[config.mk]
export PLATFORM = sky130hd
export DESIGN_NAME = vote_controller
export DESIGN_NICKNAME = d
export VERILOG_FILES = /design/src/rtl/vote_controller.sv
export SDC_FILE = /design/constraint.sdc
export NUM_CORES = 1
export LEC_CHECK = 0
export CORE_UTILIZATION = 50
export CTS_BUF_LIST = sky130_fd_sc_hd__clkbuf_4 sky130_fd_sc_hd__clkbuf_8
export DETAILED_ROUTE_END_ITERATION = 6
export PLACE_DENSITY = 0.7
export RECOVER_POWER = 25
export SYNTH_ARGS = -nofsm -noshare
export SYNTH_HDL_FRONTEND = slang
export SYNTH_SLANG_ARGS = --single-unit
[constraint.sdc]
create_clock -name clock -period 7.5 [get_ports clock]
set_clock_uncertainty 0.2 [all_clocks]
set_input_delay 0.75 -clock clock [delete_from_list [all_inputs] [get_ports clock]]
set_output_delay 0.75 -clock clock [all_outputs]
set_load 0.02 [all_outputs]
[src/rtl/vote_controller.sv]
// -----------------------------------------------------------------------------
// vote_controller
//
// Ballot sequencer for the EVM. It sits between the debounced per-candidate
// vote pulses and the tally storage. Each officer-issued ballot allows exactly
// one vote. Every candidate has a saturating tally counter, and the tallies can
// be read back while the machine is locked.
//
// Optional feature: define VOTE_TIMEOUT_EN to make an armed ballot expire
// after TIMEOUT_CYCLES cycles. Without it, an armed ballot waits indefinitely
// and timeout is tied low.
//
// Handshake: there is no backpressure. ballot_en and valid_vote are one-cycle
// pulses, sampled on the rising edge of clock. Each registered output appears
// on the cycle after the edge that sampled its cause.
//
// Ports:
//   clock        in   system clock, rising edge
//   reset        in   synchronous, active-low reset
//   ballot_en    in   officer ballot-issue pulse
//   valid_vote   in   [NUM_CAND] vote pulses, bit i = candidate i
//   result_mode  in   officer readout request
//   result_sel   in   [$clog2(NUM_CAND)] candidate index for readout
//   armed        out  ballot armed, voter may press
//   vote_ack     out  vote accepted, held for HOLD_CYCLES cycles
//   ack_cand     out  [NUM_CAND] one-hot accepted candidate, valid with vote_ack
//   result_count out  [CNT_W] tally of the selected candidate (0 if not readable)
//   conflict     out  one-cycle pulse: multi-candidate press rejected
//   timeout      out  one-cycle pulse: armed ballot expired
//   dbg_state    out  [2] FSM state (0 LOCKED, 1 ARMED, 2 HOLD)
// -----------------------------------------------------------------------------
module vote_controller #(
    parameter int NUM_CAND       = 4,
    parameter int CNT_W          = 8,
    parameter int HOLD_CYCLES    = 100000000,
    parameter int TIMEOUT_CYCLES = 1000000000
) (
    input  logic                        clock,
    input  logic                        reset,
    input  logic                        ballot_en,
    input  logic [NUM_CAND-1:0]         valid_vote,
    input  logic                        result_mode,
    input  logic [$clog2(NUM_CAND)-1:0] result_sel,
    output logic                        armed,
    output logic                        vote_ack,
    output logic [NUM_CAND-1:0]         ack_cand,
    output logic [CNT_W-1:0]            result_count,
    output logic                        conflict,
    output logic                        timeout,
    output logic [1:0]                  dbg_state
);

    typedef enum logic [1:0] {
        S_LOCKED = 2'd0,
        S_ARMED  = 2'd1,
        S_HOLD   = 2'd2
    } state_e;

    localparam int HOLD_W = (HOLD_CYCLES > 1) ? $clog2(HOLD_CYCLES) : 1;
    // The hold counter is loaded with the last index and counts down to zero,
    // so vote_ack stays high for exactly HOLD_CYCLES cycles.
    localparam logic [HOLD_W-1:0] HOLD_LAST = HOLD_W'(HOLD_CYCLES - 1);

    state_e                state_q, state_d;
    logic [HOLD_W-1:0]     hold_cnt_q, hold_cnt_d;
    logic [CNT_W-1:0]      tally_q [NUM_CAND];
    logic [CNT_W-1:0]      tally_d [NUM_CAND];
    logic                  armed_q, armed_d;
    logic                  vote_ack_q, vote_ack_d;
    logic [NUM_CAND-1:0]   ack_cand_q, ack_cand_d;
    logic [CNT_W-1:0]      result_count_q, result_count_d;
    logic                  conflict_q, conflict_d;
    logic                  accept;
    logic                  single_vote;
    logic                  multi_vote;

`ifdef VOTE_TIMEOUT_EN
    localparam int TMO_W = (TIMEOUT_CYCLES > 1) ? $clog2(TIMEOUT_CYCLES) : 1;
    localparam logic [TMO_W-1:0] TMO_LAST = TMO_W'(TIMEOUT_CYCLES - 1);
    logic [TMO_W-1:0] tmo_cnt_q, tmo_cnt_d;
    logic             timeout_q, tmo_fire;
`endif

    // A one-hot test: the vector is nonzero, and clearing its lowest set bit
    // leaves zero.
    assign single_vote = (|valid_vote) &&
                         ((valid_vote & (valid_vote - NUM_CAND'(1))) == '0);
    assign multi_vote  = (|valid_vote) && !single_vote;

    // ---------------- state register ----------------
    always_ff @(posedge clock) begin
        if (!reset) begin
            state_q        <= S_LOCKED;
            hold_cnt_q     <= '0;
            armed_q        <= 1'b0;
            vote_ack_q     <= 1'b0;
            ack_cand_q     <= '0;
            result_count_q <= '0;
            conflict_q     <= 1'b0;
            for (int i = 0; i < NUM_CAND; i++) tally_q[i] <= '0;
`ifdef VOTE_TIMEOUT_EN
            tmo_cnt_q      <= '0;
            timeout_q      <= 1'b0;
`endif
        end else begin
            state_q        <= state_d;
            hold_cnt_q     <= hold_cnt_d;
            armed_q        <= armed_d;
            vote_ack_q     <= vote_ack_d;
            ack_cand_q     <= ack_cand_d;
            result_count_q <= result_count_d;
            conflict_q     <= conflict_d;
            for (int i = 0; i < NUM_CAND; i++) tally_q[i] <= tally_d[i];
`ifdef VOTE_TIMEOUT_EN
            tmo_cnt_q      <= tmo_cnt_d;
            timeout_q      <= tmo_fire;
`endif
        end
    end

    // ---------------- next-state logic ----------------
    always_comb begin
        state_d    = state_q;
        hold_cnt_d = hold_cnt_q;
        accept     = 1'b0;
`ifdef VOTE_TIMEOUT_EN
        tmo_fire   = 1'b0;
`endif
        case (state_q)
            S_LOCKED: begin
                if (ballot_en && !result_mode) state_d = S_ARMED;
            end
            S_ARMED: begin
                // A single-bit vote takes priority over an expiry on the same
                // cycle.
                if (single_vote) begin
                    accept     = 1'b1;
                    state_d    = S_HOLD;
                    hold_cnt_d = HOLD_LAST;
                end
`ifdef VOTE_TIMEOUT_EN
                else if (tmo_cnt_q == TMO_LAST) begin
                    tmo_fire = 1'b1;
                    state_d  = S_LOCKED;
                end
`endif
            end
            S_HOLD: begin
                if (hold_cnt_q == '0) state_d = S_LOCKED;
                else                  hold_cnt_d = hold_cnt_q - HOLD_W'(1);
            end
            default: state_d = S_LOCKED;
        endcase
`ifdef VOTE_TIMEOUT_EN
        // The counter runs only while the ballot stays armed. Conflict cycles
        // keep it running. It restarts from zero when the next ballot arms.
        tmo_cnt_d = ((state_q == S_ARMED) && (state_d == S_ARMED))
                    ? tmo_cnt_q + TMO_W'(1) : '0;
`endif
    end

    // ---------------- output / datapath logic ----------------
    always_comb begin
        armed_d    = (state_d == S_ARMED);
        vote_ack_d = (state_d == S_HOLD);
        ack_cand_d = '0;
        if (accept)                  ack_cand_d = valid_vote;
        else if (state_d == S_HOLD)  ack_cand_d = ack_cand_q;
        conflict_d = (state_q == S_ARMED) && multi_vote;

        result_count_d = '0;
        if ((state_q == S_LOCKED) && result_mode && (int'(result_sel) < NUM_CAND))
            result_count_d = tally_q[result_sel];

        for (int i = 0; i < NUM_CAND; i++) begin
            tally_d[i] = tally_q[i];
            if (accept && valid_vote[i] && (tally_q[i] != '1))
                tally_d[i] = tally_q[i] + CNT_W'(1);
        end
    end

    assign armed        = armed_q;
    assign vote_ack     = vote_ack_q;
    assign ack_cand     = ack_cand_q;
    assign result_count = result_count_q;
    assign conflict     = conflict_q;
    assign dbg_state    = state_q;
`ifdef VOTE_TIMEOUT_EN
    assign timeout      = timeout_q;
`else
    assign timeout      = 1'b0;
`endif

endmodule

==> flow_summary.yaml <==
yosys:
  synth_edf_count: 0
  synthTopCellsByArea: "dfxtp_1 (40%), mux4_2 (4.7%), xnor2_1 (4.1%)"
  synthArstFlopShare_pct: 0
  ys_warn_count: 0
  synth.most_common_cell: "dfxtp_1"
  avgSynthCellArea_um2: 8.94
  syn_area_um2: 3820
  postSynthCellCount: 427
  synth_fp_nets: 443
  synth_cell_types: 52
  ys_seq_elements: 76
  synthFlopType: "dfxtp_1"
  yosysSeqAreaShare_pct: 39.9
  netlist_top_cells_count: "dfxtp_1 (76), nor2_1 (36), nand2_1 (30)"
  synth_largest_area_cell: "dfxtp_1"
  synth_top_area_share_pct: 39.9
clocking:
  clock_latency_ns: 0.34
  htreeDepth: 3
  postCtsResizedCells: 0
  clockBufferDepth: 2
  clock-sinks: 76
  cts_setup_buffers: 0
  clkTransAtPathRegs_ns: 0.08
  cts_made_buffers: 9
  cts_hold_buf: 0
  root_buffer: "clkbuf_8"
  cts_tree: "done"
final_layout:
  layout.nets: 458
  fin_cells: 545
  postLayoutCellArea_um2: 4300
  fillers: 661
  insertedDiodeCount: 0
  drive_gt1_share_pct: 6.95
  syn2layout_area_growth_pct: 12.5
power:
  p_total_mw: 0.844
  ir_drop_uv: 92.6
  p_leak_nw: 1.53
  p_per_area_nw_per_um2: 196
route:
  drt_wl_total_um: 8770
  ant_nets: 0
  drt_iter0_markers: 278
  wl_met3_um: 442
  wl_met2_um: 3880
  avgViaCountPerCell: 6.14
  route.detailed.drc: 0
  highest_layer: "met4"
  num_vias: 3345
  wire_per_inst_um: 16.1
  met1_length_um: 4350
  dr.pass1.iters: 5
setup_path:
  cp-end-kind: "register"
  critical_path.cell_chain: "dlygate4sd3_1 -> inv_1 -> clkbuf_1 -> a31oi_1 -> o311a_1"
  regToRegSetupSlack_ns: 4.43
  cp.arrival_ns: 3.56
  cp-start-kind: "input pin"
  crit_fanout: 49
  r2r-start: "hold_cnt_q[10]"
  cp_slowest_cell: "clkbuf_1"
  max_stage_delay_ns: 1.60
  r2r-end: "hold_cnt_q[22]"
  crit_required_ns: 7.53
  r2r_cells: 6
  worst-setup-path-type: "input pin to register"
timing:
  relSlewSlack_pct: -48.0
  fin_crit_sh_pct: 47.0
  fmax_mhz: 284
  finalSetupTns_ns: 0
  drv_slew: 50
  finalHoldViolations: 0
  min_period_ns: 3.53
  rsz0062_at_grt: "false"
  finalSetupViolCount: 0
  tightestPinTransition_ns: 2.22
floorplan:
  die_area_um2: 7990
  rows: 31
  core_um2: 7330
  start_util_pct: 52.1
  ioPinCount: 28
  chipHeight_um: 89.4
  die_w_um: 89.4
global_route:
  grtUsageTotal_pct: 23.4
  grt_pass1_wl_um: 14100
  grt_pass1_vias: 2848
  grt_overflow: 0
  antenna_found_initial: 0
  grt_max_degree: 50
run:
  maxCapViolations: 1
placement:
  post_dp_cell_area_um2: 4110
  place_congestion: 0.896
  place_inst: 530
  dp_hpwl_um: 6130
  io_buffers: 26
run_status:
  violations: "capacitance limit, slew limit"
  status: "finished, violations left"
hold_path:
  hold_end: "ack_cand[1]"
  hold_depth: 2
  hp-start: "ack_cand[1]"
  hold_path_class: "register to register"
==> layout make-up <==
| type | instances | area [µm²] | share of cell area [%] |
|---|---|---|---|
| multi-input cells | 320 | 2170 | 50.4 |
| flip-flops and latches | 76 | 1520 | 35.4 |
| repair buffers | 28 | 272 | 6.32 |
| clock buffers | 12 | 165 | 3.85 |
| well taps | 99 | 124 | 2.88 |
| inverters | 7 | 26.3 | 0.612 |
| clock inverters | 3 | 21.3 | 0.495 |
==> through the flow <==
step / hold WS, ns / utilization [%] / setup slack (ns)
finish: 0.258 / 58.6 / 3.97
detailed placement: 0.251 / 56.1 / 4.10
global placement: 0.242 / 56.1 / 4.21
global route: 0.277 / 58.6 / 3.74
CTS: 0.266 / 58.6 / 4.44
floorplan: 0.248 / - / 4.85
==> critical path: cells and delay by family <==
kind	cells	cell delay, ns
AOI/OAI and AO/OA	2	0.28
buffers and inverters	3	2.52
==> cell families (layout without fill, tap and decap cells) <==
logic type | count (synthesis) | count (layout) | share of synthesized area [%]
buffers and inverters | 31 | 50 | 3.41
AO/OA/AOI/OAI | 83 | 83 | 14.9
other | 1 | 1 | 0.0982
adder cells (fa/ha/maj) | 6 | 6 | 1.97
XOR/XNOR | 20 | 20 | 4.59
flip-flops | 76 | 76 | 39.9
multiplexers | 14 | 14 | 6.29
AND/OR/NAND/NOR | 196 | 196 | 28.9
==> worst max-delay path by stage <==
| stage | start | end |
|---|---|---|
| after floorplan | valid_vote[3] | hold_cnt_q[18] |
| after global placement | valid_vote[3] | hold_cnt_q[17] |
| after detailed placement | valid_vote[3] | hold_cnt_q[9] |
| after CTS | valid_vote[3] | hold_cnt_q[9] |
| after global routing | reset | hold_cnt_q[22] |
| final | reset | hold_cnt_q[22] |
==> registers in the layout, indices dropped and copies added, names as in the netlist <==
name          flops
tally_q          32
hold_cnt_q       27
result_count      8
ack_cand          4
dbg_state         2
armed             1
conflict          1
vote_ack          1
==> layout by cell type (no fill, tap or decap), types with 15 or more instances in the layout <==
master / n
a21oi_1: 25
dfxtp_1: 76
dlygate4sd3_1: 16
nand2_1: 30
nor2_1: 36
nor3_1: 15
or3_1: 15
or4_1: 18
xnor2_1: 18
==> where the power goes <==
part	switching [mW]	leakage (nW)	internal, mW	total, mW
clock	0.147	0.0945	0.146	0.292
sequential	0.0101	0.613	0.412	0.422
combinational	0.0855	0.820	0.0445	0.130
==> layer usage <==
layer,up-vias,track usage [%]
li1,1654,-
met1,1586,34.9
met2,92,33.0
met3,13,4.43
met4,0,8.95
met5,-,0
(Power assumes the default switching activity.)
